`src/rtl/l2_mem_bridge_if.sv`:
```
// Signal bundle between the coherence-bus L2 request port, the bridge and the generic memory port.
// The bridge takes the slave view; the environment (bus controller plus memory) takes the master view.
interface l2_mem_bridge_if;
  logic        l2REN;
  logic        l2WEN;
  logic [31:0] l2addr;
  logic [31:0] l2store;
  logic [3:0]  l2_byte_en;
  logic [1:0]  l2state;
  logic [31:0] l2load;
  logic        mem_ren;
  logic        mem_wen;
  logic [31:0] mem_addr;
  logic [31:0] mem_wdata;
  logic [3:0]  mem_byte_en;
  logic [31:0] mem_rdata;
  logic        mem_busy;
  logic        mem_error;

  modport slave (
    input  l2REN, l2WEN, l2addr, l2store, l2_byte_en, mem_rdata, mem_busy, mem_error,
    output l2state, l2load, mem_ren, mem_wen, mem_addr, mem_wdata, mem_byte_en
  );

  modport master (
    output l2REN, l2WEN, l2addr, l2store, l2_byte_en, mem_rdata, mem_busy, mem_error,
    input  l2state, l2load, mem_ren, mem_wen, mem_addr, mem_wdata, mem_byte_en
  );
endinterface

```
`src/rtl/l2_mem_bridge.sv`:
```
// Bridges a single-word L2 request into one memory-port transaction, with address
// range/alignment checking and a busy-timeout watchdog. All outputs are registered.
module l2_mem_bridge #(
  parameter logic [31:0] MEM_BASE       = 32'h0000_0000,
  parameter logic [31:0] MEM_SIZE       = 32'h0010_0000,
  parameter int unsigned TIMEOUT_CYCLES = 255
) (
  input  logic            CLK,
  input  logic            nRST,
  l2_mem_bridge_if.slave  bus
);

  localparam int unsigned CNT_W = $clog2(TIMEOUT_CYCLES + 1);
  localparam logic [CNT_W-1:0] CNT_LAST = CNT_W'(TIMEOUT_CYCLES - 1);

  typedef enum logic [1:0] {
    L2_FREE   = 2'd0,
    L2_BUSY   = 2'd1,
    L2_ACCESS = 2'd2,
    L2_ERROR  = 2'd3
  } state_e;

  state_e          state_q, state_d;
  logic            ren_q, ren_d;
  logic            wen_q, wen_d;
  logic [31:0]     addr_q, addr_d;
  logic [31:0]     wdata_q, wdata_d;
  logic [3:0]      be_q, be_d;
  logic [31:0]     load_q, load_d;
  logic [CNT_W-1:0] cnt_q, cnt_d;

  // Window end is formed in 33 bits so a window touching 32'hFFFF_FFFF cannot wrap.
  logic [32:0] win_lo, win_hi, addr_ext;
  logic        addr_legal;

  assign win_lo     = {1'b0, MEM_BASE};
  assign win_hi     = {1'b0, MEM_BASE} + {1'b0, MEM_SIZE};
  assign addr_ext   = {1'b0, bus.l2addr};
  assign addr_legal = (addr_ext >= win_lo) && (addr_ext < win_hi) && (bus.l2addr[1:0] == 2'b00);

  // NOTE: every signal driven here gets a default first, so no path leaves it unassigned and no latch is inferred.
  always_comb begin
    state_d = state_q;
    ren_d   = ren_q;
    wen_d   = wen_q;
    addr_d  = addr_q;
    wdata_d = wdata_q;
    be_d    = be_q;
    load_d  = load_q;
    cnt_d   = cnt_q;

    unique case (state_q)
      L2_FREE: begin
        cnt_d = '0;
        if (bus.l2REN && bus.l2WEN) begin
          state_d = L2_ERROR;
        end else if (bus.l2REN || bus.l2WEN) begin
          if (!addr_legal) begin
            state_d = L2_ERROR;
          end else begin
            state_d = L2_BUSY;
            ren_d   = bus.l2REN;
            wen_d   = bus.l2WEN;
            addr_d  = bus.l2addr;
            wdata_d = bus.l2store;
            be_d    = bus.l2REN ? 4'hF : bus.l2_byte_en;
          end
        end
      end
      L2_BUSY: begin
        // A completing cycle (mem_busy low) takes priority over the watchdog.
        if (!bus.mem_busy) begin
          ren_d = 1'b0;
          wen_d = 1'b0;
          if (bus.mem_error) begin
            state_d = L2_ERROR;
          end else begin
            state_d = L2_ACCESS;
            if (ren_q) load_d = bus.mem_rdata;
          end
        end else if (cnt_q == CNT_LAST) begin
          ren_d   = 1'b0;
          wen_d   = 1'b0;
          state_d = L2_ERROR;
        end else begin
          cnt_d = cnt_q + CNT_W'(1);
        end
      end
      L2_ACCESS, L2_ERROR: begin
        state_d = L2_FREE;
        cnt_d   = '0;
      end
      default: state_d = L2_FREE;
    endcase
  end

  // NOTE: sequential state uses non-blocking assignments so every register samples pre-edge values.
  always_ff @(posedge CLK or negedge nRST) begin
    if (!nRST) begin
      state_q <= L2_FREE;
      ren_q   <= 1'b0;
      wen_q   <= 1'b0;
      addr_q  <= '0;
      wdata_q <= '0;
      be_q    <= '0;
      load_q  <= '0;
      cnt_q   <= '0;
    end else begin
      state_q <= state_d;
      ren_q   <= ren_d;
      wen_q   <= wen_d;
      addr_q  <= addr_d;
      wdata_q <= wdata_d;
      be_q    <= be_d;
      load_q  <= load_d;
      cnt_q   <= cnt_d;
    end
  end

  assign bus.l2state     = state_q;
  assign bus.l2load      = load_q;
  assign bus.mem_ren     = ren_q;
  assign bus.mem_wen     = wen_q;
  assign bus.mem_addr    = addr_q;
  assign bus.mem_wdata   = wdata_q;
  assign bus.mem_byte_en = be_q;

endmodule
```
`src/flat_wrapper.sv`:
```
// flat-port wrapper written by rule: the top's interface ports become plain ports
module l2_mem_bridge_flat 
#(
  parameter logic [31:0] MEM_BASE       = 32'h0000_0000,
  parameter logic [31:0] MEM_SIZE       = 32'h0010_0000,
  parameter int unsigned TIMEOUT_CYCLES = 255
)
  (CLK, nRST, bus_l2REN, bus_l2WEN, bus_l2addr, bus_l2store, bus_l2_byte_en, bus_mem_rdata, bus_mem_busy, bus_mem_error, bus_l2state, bus_l2load, bus_mem_ren, bus_mem_wen, bus_mem_addr, bus_mem_wdata, bus_mem_byte_en);
  l2_mem_bridge_if bus_i ();
  input  logic CLK;
  input  logic nRST;
  input wire logic [$bits(bus_i.l2REN)-1:0] bus_l2REN;
  input wire logic [$bits(bus_i.l2WEN)-1:0] bus_l2WEN;
  input wire logic [$bits(bus_i.l2addr)-1:0] bus_l2addr;
  input wire logic [$bits(bus_i.l2store)-1:0] bus_l2store;
  input wire logic [$bits(bus_i.l2_byte_en)-1:0] bus_l2_byte_en;
  input wire logic [$bits(bus_i.mem_rdata)-1:0] bus_mem_rdata;
  input wire logic [$bits(bus_i.mem_busy)-1:0] bus_mem_busy;
  input wire logic [$bits(bus_i.mem_error)-1:0] bus_mem_error;
  output wire logic [$bits(bus_i.l2state)-1:0] bus_l2state;
  output wire logic [$bits(bus_i.l2load)-1:0] bus_l2load;
  output wire logic [$bits(bus_i.mem_ren)-1:0] bus_mem_ren;
  output wire logic [$bits(bus_i.mem_wen)-1:0] bus_mem_wen;
  output wire logic [$bits(bus_i.mem_addr)-1:0] bus_mem_addr;
  output wire logic [$bits(bus_i.mem_wdata)-1:0] bus_mem_wdata;
  output wire logic [$bits(bus_i.mem_byte_en)-1:0] bus_mem_byte_en;
  assign bus_i.l2REN = bus_l2REN;
  assign bus_i.l2WEN = bus_l2WEN;
  assign bus_i.l2addr = bus_l2addr;
  assign bus_i.l2store = bus_l2store;
  assign bus_i.l2_byte_en = bus_l2_byte_en;
  assign bus_i.mem_rdata = bus_mem_rdata;
  assign bus_i.mem_busy = bus_mem_busy;
  assign bus_i.mem_error = bus_mem_error;
  assign bus_l2state = bus_i.l2state;
  assign bus_l2load = bus_i.l2load;
  assign bus_mem_ren = bus_i.mem_ren;
  assign bus_mem_wen = bus_i.mem_wen;
  assign bus_mem_addr = bus_i.mem_addr;
  assign bus_mem_wdata = bus_i.mem_wdata;
  assign bus_mem_byte_en = bus_i.mem_byte_en;
  l2_mem_bridge #(.MEM_BASE(MEM_BASE), .MEM_SIZE(MEM_SIZE), .TIMEOUT_CYCLES(TIMEOUT_CYCLES)) u_core (.CLK(CLK), .nRST(nRST), .bus(bus_i));
endmodule
```
`config.mk`:
```
export PLATFORM = sky130hd
export DESIGN_NAME = l2_mem_bridge_flat
export DESIGN_NICKNAME = d
export VERILOG_FILES = /design/src/rtl/l2_mem_bridge_if.sv /design/src/rtl/l2_mem_bridge.sv /design/src/flat_wrapper.sv
export SDC_FILE = /design/constraint.sdc
export NUM_CORES = 1
export LEC_CHECK = 0
export BUFFER_PORTS_ARGS = -buffer_cell sky130_fd_sc_hd__buf_2
export CORE_ASPECT_RATIO = 0.9
export CORE_MARGIN = 2
export CORE_UTILIZATION = 33
export CTS_BUF_LIST = sky130_fd_sc_hd__clkbuf_16
export CTS_CLUSTER_DIAMETER = 200
export DETAILED_ROUTE_END_ITERATION = 8
export PLACE_DENSITY = 0.7
export SKIP_LAST_GASP = 1
export SLEW_MARGIN = 20
export SYNTH_ARGS = -nofsm -noshare
export SYNTH_HDL_FRONTEND = slang
export SYNTH_SLANG_ARGS = --single-unit
```
`constraint.sdc`:
```
create_clock -name CLK -period 4 [get_ports CLK]
set_clock_uncertainty 0.1 [all_clocks]
set_input_delay 0.8 -clock CLK [delete_from_list [all_inputs] [get_ports CLK]]
set_output_delay 0.8 -clock CLK [all_outputs]
set_load 0.02 [all_outputs]
```
==> results.rst <==
.. list-table::
   :header-rows: 1

   * - Metric
     - Value
   * - Count of antenna-violating nets left after detailed routing
     - 0
   * - Sequential share of power
     - 49.0%
   * - RSZ-0062 raised after global routing
     - no
   * - Inserted Clock Buffers
     - 9
   * - Sequential area share after synthesis
     - 64.22%
   * - Via count of the first global-routing pass
     - 3263
   * - Switching power summed over all nets
     - 536.5 uW
   * - Final worst path period need
     - 2803 ps
   * - Initial standard-cell utilization of the core
     - 34.14%
   * - Detailed placement HPWL
     - 7207 um
   * - Std cell rows
     - 39
   * - Fraction of power spent switching nets
     - 22.50%
   * - Number of I/O port buffers
     - 209
   * - Synthesized area per cell
     - 15.15 um2
   * - First-pass GRT wire length
     - 15830 um
   * - Arrival time reported for the critical path endpoint
     - 2930 ps
   * - CTS hold repair buffers
     - 0
   * - Largest net degree at the start of global routing
     - 90
   * - Dominant cell type by area after synthesis
     - dfrtp_1
   * - Largest cells by area after synthesis
     - dfrtp_1 64%, mux2_1 12%, mux2_2 9.3%, nor2b_1 2.2%, buf_6 1.3%
   * - Pre-Repair DR Iteration Count
     - 4
   * - DIE WIDTH
     - 125.2 um
   * - Root buffer selected by CTS
     - clkbuf_16
   * - CTS tree
     - done
   * - Global placement routability congestion
     - 0.7572
   * - Type of origin of the critical path
     - primary input
   * - Later-pin clock latency in the skew report
     - 340 ps
   * - Leakage power
     - 3.498 nW
   * - Seq. cell area
     - 0.002803 mm2
   * - Boundary Pins
     - 210
   * - Vias per std cell
     - 4.628
   * - Transition time at the pin with the least slew margin
     - 918.9 ps
   * - CP Capture Type
     - flip-flop
   * - Final Hold Vio Count
     - 0
   * - Post-Synthesis Cell Area
     - 0.004364 mm2
   * - Final global-route overflow total
     - 0
   * - Multi-input combinational cell area
     - 0.001465 mm2
   * - Tcrit/Tclk final
     - 70.07%
   * - Number of cells upsized or downsized after cts
     - 0
   * - Final max-slew violation count
     - 0
   * - Largest buffer count on any clock path
     - 2
   * - Leading cell types in the layout, fill and taps excluded
     - 208 x buf_2, 112 x dfrtp_1, 46 x mux2_1, 36 x mux2_2, 15 x nor2b_1
   * - Endpoints failing setup
     - 0
   * - Area growth from synthesis to layout
     - 35.49%
   * - FMAX
     - 0.3568 GHz
   * - Via total after detailed routing
     - 3101
   * - Maximum vdd ir drop
     - 0.2515 mV
   * - Post-CTS setup repair buffer count
     - 0
   * - Nets
     - 609
   * - Max-cap viol count
     - 0
   * - Classification of the worst-slack hold path
     - flip-flop to flip-flop
   * - Internal portion of total power
     - 1.848 mW
   * - Most common cell after layout, fill and taps aside
     - buf_2
   * - Library cells used by synthesis
     - 37
   * - Peak fanout along the critical path
     - 57
   * - Filler instances
     - 1142
   * - Total global-route track usage
     - 13.93%
   * - Fraction of power consumed by combinational cells
     - 8.8%
   * - Core ar.
     - 0.01278 mm2
   * - Outcome
     - complete, no violations
   * - Power per cell area
     - 403.2 mW/mm2
   * - Clock sink count
     - 112
   * - Share of final-layout standard cells stronger than drive strength 1
     - 53.47%
   * - Total negative slack for setup checks
     - 0 ps
   * - Path type of the worst setup path
     - primary input to flip-flop
   * - Post-Syn Instances
     - 288
   * - Worst-path clk slew
     - 70 ps
   * - Synth Warn #
     - 0
   * - Chip height
     - 113.1 um
   * - Routed length per instance
     - 14.29 um
   * - Synth top area share
     - 64.22%
   * - Mapped Nets
     - 396
   * - Worst hold margin
     - 381.4 ps
   * - Number of remaining DRC errors
     - 0
   * - Final WL
     - 9572 um
   * - Iter 0 DRT Violations
     - 90
   * - Reg-to-reg slack, setup
     - 1580 ps
   * - Worst Path Required
     - 4130 ps
   * - Initial antenna violation count
     - 2
   * - Headroom to the max-slew limit
     - 38.74%
   * - H-Tree Level Count
     - 3
   * - Portion of total power attributed to the clock network
     - 42.2%
   * - Total of flip-flops plus latches after synthesis
     - 112
   * - Die footprint
     - 0.01416 mm2
-- layer usage --
metal / vias to the layer above / routed length, um / global-route usage [%]
met5: - / 13 / 0
met4: 2 / 101 / 3.704
met3: 9 / 1103 / 7.660
met2: 134 / 4644 / 23.30
met1: 1511 / 3710 / 15.55
li1: 1445 / - / -
-- critical path, cell delays in order --
cell and delay [ps]:
buf_2 90, nor4_1 320, nand4_2 430, nor2_8 850, mux2_2 420
-- cells in the mapped netlist, drive strengths merged --
library cell	number
mux2i	2
nor2b	15
nand2b	1
nor4	3
and3	1
a211oi	1
o211ai	1
nand2	3
xnor2	2
ha	2
a31oi	1
o21bai	2
xor2	2
o21ai	7
buf	10
o41ai	1
nand4	3
a311oi	1
dfrtp	112
o31ai	5
a22oi	1
a21boi	1
mux2	82
clkbuf	2
nor2	12
nand3	5
inv	2
o2bb2ai	2
a21oi	1
or2	1
nor3	2
and4	2
-- path summary, 6_finish.rpt --
path / start / to / cells past startpoint
worst max-delay path: bus_l2addr[20] / u_core.bus.mem_wdata[7] / 5
worst min-delay path: u_core.bus.mem_wdata[29] / u_core.bus.mem_wdata[29] / 1
worst max register to register: u_core.bus.l2state[0] / u_core.bus.mem_wdata[7] / 4
worst min register to register: u_core.bus.mem_wdata[29] / u_core.bus.mem_wdata[29] / 1
max in group asynchronous: nRST / u_core.bus.mem_wdata[21] / 2
min in group asynchronous: nRST / u_core.bus.l2load[10] / 1
-- cell families after synthesis --
kind of cell | synth area share (%)
flops | 64.22
mux | 21.62
simple gates | 6.451
compound gates | 4.129
buf+inv | 2.208
xor+xnor | 0.8029
fa+ha+maj | 0.5733
-- per-stage QoR --
step / area [um2] / util (%) / cells / total power [mW] / worst slack, ps
6_report: 5913 / 46.25 / 670 / 2.384 / 1197
3_5_place_dp: 5567 / 43.54 / 654 / 1.403 / 788.3
3_3_place_gp: 5567 / 43.54 / 654 / 1.398 / 873.9
2_1_floorplan: 4364 / - / 288 / 1.291 / 1740
4_1_cts: 5907 / 46.20 / 669 / 2.423 / 1165
5_1_grt: 5913 / 46.25 / 670 / 2.493 / 954.5
-- state kept, by name (all words and copies together), names as in the netlist --
name / cells
u_core.cnt_q: 8
u_core.bus.l2load: 32
u_core.bus.mem_wen: 1
u_core.bus.mem_byte_en: 4
u_core.bus.mem_ren: 1
u_core.bus.mem_wdata: 32
u_core.bus.l2state: 2
u_core.bus.mem_addr: 32
-- layout make-up --
type,instances,share of cell area [%]
diodes,1,0.04232
repair buffers,214,18.43
flip-flops and latches,112,47.40
clock buffers,9,3.809
well taps,164,3.470
multi-input cells,162,24.78
clock inverters,6,1.947
inverters,2,0.1270
-- power by group through the flow --
stage	Combinational, mW	Clock [mW]	Sequential [mW]
detailed placement	0.212	0	1.19
global placement	0.209	0	1.19
finish	0.209	1.01	1.17
CTS	0.213	1.04	1.17
floorplan	0.0897	0	1.20
global route	0.236	1.09	1.17
Power figures use the tool's default switching activity.
